--- config.mk ---
export PLATFORM = sky130hd
export DESIGN_NAME = elastic_fifo_buffer_flat
export DESIGN_NICKNAME = d
export VERILOG_FILES = /design/src/rtl/elastic_fifo_buffer_pkg.sv /design/src/rtl/elastic_fifo_buffer_if.sv /design/src/rtl/elastic_fifo_buffer_ctrl.sv /design/src/rtl/elastic_fifo_buffer.sv /design/src/flat_wrapper.sv
export SDC_FILE = /design/constraint.sdc
export NUM_CORES = 1
export LEC_CHECK = 0
export ABC_CLOCK_PERIOD_IN_PS = 2600
export CAP_MARGIN = 40
export CORE_UTILIZATION = 30
export CTS_BUF_LIST = sky130_fd_sc_hd__clkbuf_16
export DETAILED_ROUTE_END_ITERATION = 6
export GPL_ROUTABILITY_DRIVEN = 0
export PLACE_DENSITY_LB_ADDON = 0.12
export SETUP_SLACK_MARGIN = 0.3
export SLEW_MARGIN = 20
export SYNTH_ARGS = -nofsm -noshare
export SYNTH_HDL_FRONTEND = slang
export SYNTH_SLANG_ARGS = --single-unit
export TNS_END_PERCENT = 20
--- constraint.sdc ---
create_clock -name clk -period 2.6 [get_ports clk]
set_input_delay 0.52 -clock clk [delete_from_list [all_inputs] [get_ports clk]]
set_output_delay 0.52 -clock clk [all_outputs]
set_load 0.01 [all_outputs]
--- src/rtl/elastic_fifo_buffer_pkg.sv ---
// Shared definitions for the elastic FIFO buffer: default payload width,
// channel bundle type and index-width helper for arbitrary depths.
package elastic_pkg;

  localparam int DATA_WIDTH_DEF = 32;

  typedef struct packed {
    logic                      valid;
    logic                      stop;
    logic [DATA_WIDTH_DEF-1:0] data;
  } elastic_ch_t;

  // A depth of 1 still needs a 1-bit index so the ports stay legal.
  function automatic int idx_width(input int depth);
    return (depth > 1) ? $clog2(depth) : 1;
  endfunction

endpackage

--- src/rtl/elastic_fifo_buffer_if.sv ---
// Valid/stop elastic channel through the buffer: upstream side (valid_input,
// stop_input, data_input) and downstream side (valid_output, stop_output, data_output).
interface elastic_fifo_buffer_if #(
  parameter int DATA_WIDTH = elastic_pkg::DATA_WIDTH_DEF
);
  logic                  valid_input;
  logic                  stop_input;
  logic [DATA_WIDTH-1:0] data_input;
  logic                  valid_output;
  logic                  stop_output;
  logic [DATA_WIDTH-1:0] data_output;

  modport slave (
    input  valid_input, data_input, stop_output,
    output stop_input, valid_output, data_output
  );

  modport master (
    output valid_input, data_input, stop_output,
    input  stop_input, valid_output, data_output
  );
endinterface

--- src/rtl/elastic_fifo_buffer_ctrl.sv ---
// Index/count bookkeeping for the elastic FIFO: wrap-by-compare indices,
// single-assignment occupancy counter, full/empty flags from registered count.
module elastic_fifo_ctrl
  import elastic_pkg::*;
#(
  parameter int DEPTH = 4,
  parameter int CNT_W = $clog2(DEPTH + 1),
  parameter int IDX_W = idx_width(DEPTH)
) (
  input  logic             clk,
  input  logic             reset_n,
  input  logic             flush_i,
  input  logic             push_i,
  input  logic             pop_i,
  output logic [IDX_W-1:0] rd_idx_o,
  output logic [IDX_W-1:0] wr_idx_o,
  output logic [CNT_W-1:0] count_o,
  output logic             full_o,
  output logic             empty_o
);

  logic [IDX_W-1:0] rd_idx_q, rd_idx_d;
  logic [IDX_W-1:0] wr_idx_q, wr_idx_d;
  logic [CNT_W-1:0] count_q, count_d;
  logic             push_ok, pop_ok;

  function automatic logic [IDX_W-1:0] idx_inc(input logic [IDX_W-1:0] idx);
    return (idx == IDX_W'(DEPTH - 1)) ? '0 : idx + IDX_W'(1);
  endfunction

  assign full_o  = (count_q == CNT_W'(DEPTH));
  assign empty_o = (count_q == '0);
  assign push_ok = push_i & ~full_o;
  assign pop_ok  = pop_i & ~empty_o;

  always_comb begin
    rd_idx_d = pop_ok  ? idx_inc(rd_idx_q) : rd_idx_q;
    wr_idx_d = push_ok ? idx_inc(wr_idx_q) : wr_idx_q;
    count_d  = count_q + CNT_W'(push_ok) - CNT_W'(pop_ok);
    // Flush discards any same-cycle push/pop.
    if (flush_i) begin
      rd_idx_d = '0;
      wr_idx_d = '0;
      count_d  = '0;
    end
  end

  always_ff @(posedge clk or negedge reset_n) begin
    if (!reset_n) begin
      rd_idx_q <= '0;
      wr_idx_q <= '0;
      count_q  <= '0;
    end else begin
      rd_idx_q <= rd_idx_d;
      wr_idx_q <= wr_idx_d;
      count_q  <= count_d;
    end
  end

  assign rd_idx_o = rd_idx_q;
  assign wr_idx_o = wr_idx_q;
  assign count_o  = count_q;

endmodule

--- src/rtl/elastic_fifo_buffer.sv ---
// Elastic valid/stop channel buffer of arbitrary depth with flush and status.
// Optional zero-latency empty-buffer bypass under ELASTIC_FIFO_BYPASS_EN.
module elastic_fifo_buffer
  import elastic_pkg::*;
#(
  parameter  int DATA_WIDTH     = DATA_WIDTH_DEF,
  parameter  int DEPTH          = 4,
  parameter  int ALMOST_FULL_TH = DEPTH - 1,
  localparam int CNT_W          = $clog2(DEPTH + 1),
  localparam int IDX_W          = idx_width(DEPTH)
) (
  input  logic                      clk,
  input  logic                      reset_n,
  input  logic                      flush,
  elastic_fifo_buffer_if.slave      ch,
  output logic [CNT_W-1:0]          occupancy,
  output logic                      almost_full
);

  logic [DATA_WIDTH-1:0] mem_q [DEPTH];
  logic [IDX_W-1:0]      rd_idx, wr_idx;
  logic [CNT_W-1:0]      count;
  logic                  full, empty;
  logic                  wr_req, rd_req, wr_en;

  elastic_fifo_ctrl #(
    .DEPTH (DEPTH),
    .CNT_W (CNT_W),
    .IDX_W (IDX_W)
  ) u_ctrl (
    .clk      (clk),
    .reset_n  (reset_n),
    .flush_i  (flush),
    .push_i   (wr_req),
    .pop_i    (rd_req),
    .rd_idx_o (rd_idx),
    .wr_idx_o (wr_idx),
    .count_o  (count),
    .full_o   (full),
    .empty_o  (empty)
  );

`ifdef ELASTIC_FIFO_BYPASS_EN
  logic byp;
  assign byp             = empty & ~flush;
  assign ch.valid_output = byp ? ch.valid_input : ~empty;
  assign ch.data_output  = byp ? ch.data_input  : mem_q[rd_idx];
  // A bypassed token that leaves this cycle must not also be stored.
  assign wr_req          = ch.valid_input & ~(byp & ~ch.stop_output);
`else
  assign ch.valid_output = ~empty;
  assign ch.data_output  = mem_q[rd_idx];
  assign wr_req          = ch.valid_input;
`endif

  // Pops only ever drain stored entries; empty-buffer stop_output is ignored.
  assign rd_req = ~empty & ~ch.stop_output;
  assign wr_en  = wr_req & ~full & ~flush;

  always_ff @(posedge clk) begin
    if (wr_en) mem_q[wr_idx] <= ch.data_input;
  end

  assign ch.stop_input = full;
  assign occupancy     = count;
  assign almost_full   = (count >= CNT_W'(ALMOST_FULL_TH));

`ifndef SYNTHESIS
  a_count_bound : assert property (@(posedge clk) disable iff (!reset_n)
    count <= CNT_W'(DEPTH));
  a_hold_stable : assert property (@(posedge clk) disable iff (!reset_n)
    (ch.valid_output && ch.stop_output && !flush) |=> $stable(ch.data_output));
`endif

endmodule

--- src/flat_wrapper.sv ---
// flat-port wrapper written by rule: the top's interface ports become plain ports
module elastic_fifo_buffer_flat import elastic_pkg::*;
#(
  parameter  int DATA_WIDTH     = DATA_WIDTH_DEF,
  parameter  int DEPTH          = 4,
  parameter  int ALMOST_FULL_TH = DEPTH - 1,
  localparam int CNT_W          = $clog2(DEPTH + 1),
  localparam int IDX_W          = idx_width(DEPTH)
)
  (clk, reset_n, flush, occupancy, almost_full, ch_valid_input, ch_data_input, ch_stop_output, ch_stop_input, ch_valid_output, ch_data_output);
  elastic_fifo_buffer_if #(.DATA_WIDTH(DATA_WIDTH)) ch_i ();
  input  logic clk;
  input  logic reset_n;
  input  logic flush;
  output logic [CNT_W-1:0] occupancy;
  output logic almost_full;
  input wire logic [$bits(ch_i.valid_input)-1:0] ch_valid_input;
  input wire logic [$bits(ch_i.data_input)-1:0] ch_data_input;
  input wire logic [$bits(ch_i.stop_output)-1:0] ch_stop_output;
  output wire logic [$bits(ch_i.stop_input)-1:0] ch_stop_input;
  output wire logic [$bits(ch_i.valid_output)-1:0] ch_valid_output;
  output wire logic [$bits(ch_i.data_output)-1:0] ch_data_output;
  assign ch_i.valid_input = ch_valid_input;
  assign ch_i.data_input = ch_data_input;
  assign ch_i.stop_output = ch_stop_output;
  assign ch_stop_input = ch_i.stop_input;
  assign ch_valid_output = ch_i.valid_output;
  assign ch_data_output = ch_i.data_output;
  elastic_fifo_buffer #(.DATA_WIDTH(DATA_WIDTH), .DEPTH(DEPTH), .ALMOST_FULL_TH(ALMOST_FULL_TH)) u_core (.clk(clk), .reset_n(reset_n), .flush(flush), .ch(ch_i), .occupancy(occupancy), .almost_full(almost_full));
endmodule
==> metrics.txt <==
Worst setup EP type=primary output; filler cell count=1486; Pwr Density=931.5 nW/um^2; max layer used=met4; startpoint type of the worst setup path=register; Post-DRT Antenna Nets=0; Clock Pin Slew Worst Setup and Hold Paths=0.06 ns; Clk Latency, worst-skew pair=0.41 ns; Post-DP HPWL=6273 um; vias in the first global route=2762; placed insts=520; Critical Path Slowest Stage Cell=mux4_2; DR vias=2517; Die Ht=132.7 um; IO Pins=75; Core Region=16640 um^2; worst min path class=in2async; vias per inst=4.495; Crit Path Max Fanout=12; cells after synthesis=219; Pleak=2.370 nW; Max IR drop VDD=0.4889 mV; fin nets=372; syn avg cell area=23.40 um^2; total power=6.486 mW; ANT cells=0; met3 WL=499 um; Die Wd=132.7 um; DRT Wirelength=10350 um; FMAX=0.4191 GHz; DRT iter0 DRCs=99; TritonRoute pass-1 iters=4; Final Hold Viols=0; CTS sink cnt=135; Num CTS Buffers=17; Worst Path Class, Setup=reg2out; Residual DRC=0; syn nets=264; fin crit share=91.77%; RSZ-0062 raised after global routing=true; area grow syn2layout=35.90%; hold-fix buffers at CTS=0; DR WL met2=4717 um; gr usage total=12.81%; commonest non-fill, non-tap cells in the layout=128 x edfxtp_1, 41 x clkdlybuf4s50_1, 32 x mux4_2; root buf cell=clkbuf_16; CTS tree=yes; worst-margin pin slew=0.4464 ns; port bufs=74; Worst EP required=2.08 ns; fin cells=560; die area=17610 um^2; pin count of the biggest net entering global routing=26; met1 WL=4958 um; layout cells sized above 1=30.59%; WL/cell=18.48 um; Cell Area, Synth=5124 um^2; Yosys warnings=0; Clock Path Buffers=2; # setup viols final=0; sequential area share after synthesis=78.44%; RR Startpoint=u_core.u_ctrl.count_o[1]$_DFF_PN0_; count of different cell masters after synthesis=26; CP peak stage delay=0.54 ns; Setup crit start=u_core.u_ctrl.rd_idx_o[0]$_DFFE_PN0P_; most common cell after layout, fill and taps aside=edfxtp_1; max-slew violation count=0; #FFs+latches synth=135; initial core utilization=30.79%; Slew Limit Headroom=70.18%; Layout Skew=0.006000 ns; global-route wire length before repair=16030 um; initial antenna violation count=0; Rows=47; CP Cell Sequence=buf_12, mux4_2, dlygate4sd2_1; outcome=finished clean; Clock H-tree levels=4; grt total ovfl=0; maxcap violations=0; Final min period=2.386 ns; Sum Neg Setup Slack=0 ns; Critical Path AT=1.87 ns
## metal layers
| layer | vias up | global-route usage [%] |
|---|---|---|
| li1 | 1120 | - |
| met1 | 1308 | 17.02 |
| met2 | 76 | 18.98 |
| met3 | 13 | 4.253 |
| met4 | 0 | 6.003 |
| met5 | - | 0 |
## worst paths after layout
path                            depth (start not counted)                                     to  slack, ns
worst min register to register                          2  u_core.u_ctrl.wr_idx_o[0]$_DFFE_PN0P_       0.62
worst max register to register                          9     u_core.u_ctrl.count_o[2]$_DFF_PN0_       0.42
min in group clk                                        2  u_core.u_ctrl.wr_idx_o[0]$_DFFE_PN0P_       0.62
worst min-delay path                                    1     u_core.u_ctrl.count_o[0]$_DFF_PN0_       0.39
max in group asynchronous                               1  u_core.u_ctrl.rd_idx_o[1]$_DFFE_PN0P_       1.91
worst max-delay path                                    3                     ch_data_output[27]       0.21
## final cells by class
class,count,area (um^2),area share (%)
Inverter,7,26.28,0.3774
Multi-Input combinational cell,68,1007,14.47
Clock buffer,17,425.4,6.110
Tap cell,220,275.3,3.953
Clock inverter,15,206.4,2.965
Timing Repair Buffer,98,997.2,14.32
Sequential cell,135,4025,57.81
## cells in the mapped netlist
cell | count | area (um^2)
fa_1 | 1 | 20.02
mux4_2 | 32 | 720.7
a211o_1 | 1 | 8.760
mux2_2 | 1 | 11.26
xor2_1 | 1 | 8.760
buf_12 | 1 | 20.02
edfxtp_1 | 128 | 3844
inv_1 | 7 | 26.28
nor3b_1 | 2 | 15.01
nor2_1 | 4 | 15.01
nor3_1 | 1 | 5.000
or3b_4 | 1 | 11.26
dfrtp_1 | 7 | 175.2
buf_6 | 3 | 33.78
nand2_1 | 2 | 7.510
nor2b_1 | 2 | 12.51
buf_2 | 3 | 15.01
and2_1 | 4 | 25.02
ha_1 | 7 | 87.58
o21ai_2 | 1 | 8.760
o21ai_0 | 2 | 10.01
nand3_1 | 1 | 5.000
or3_1 | 2 | 12.51
a21oi_1 | 2 | 10.01
clkbuf_1 | 2 | 7.510
a21o_1 | 1 | 7.510
## critical path: cells and delay by family (launching register included)
family                 cells  cell delay, ns
flip-flops                 1            0.42
multiplexers               1            0.54
buffers and inverters      2            0.49
## sequential cells by signal, indices dropped and copies added (netlist names)
signal                  flops
u_core.u_ctrl.rd_idx_o      2
u_core.u_ctrl.wr_idx_o      2
u_core.u_ctrl.count_o       3
u_core.mem_q              128
## through the flow
step	area, um^2	worst slack (ns)	utilization (%)	hold slack (ns)
after CTS	6950	0.1773	41.76	0.3881
final	6963	0.2139	41.84	0.3915
after global placement	6266	0.2225	37.65	0.6411
after floorplan	5124	0.3511	-	0.2244
after global routing	6963	0.1478	41.84	0.3996
after detailed placement	6266	0.1906	37.65	0.6112
## logic make-up (layout without fill, tap and decap cells)
family          after synthesis  count (layout)  synth area share [%]
mux                          33              33                 14.29
simple gates                 19              19                 2.124
compound gates                7               7                0.8793
xor+xnor                      1               1                0.1710
fa+ha+maj                     8               8                 2.100
flops                       135             135                 78.44
buf+inv                      16             137                 2.002
## what timing repair did
action,4_1_cts,5_1_grt
cloned,2,0
resized for setup,75,2
pin swaps,0,0
buffers inserted,6,0
endpoints found under the setup margin,34,35
## where the power goes
group | switching [mW] | total, mW | internal [mW]
sequential | 0.0619 | 2.59 | 2.53
clock | 0.863 | 2.55 | 1.69
combinational | 0.591 | 1.35 | 0.756
total | 1.52 | 6.49 | 4.97
(Power assumes the default switching activity.)
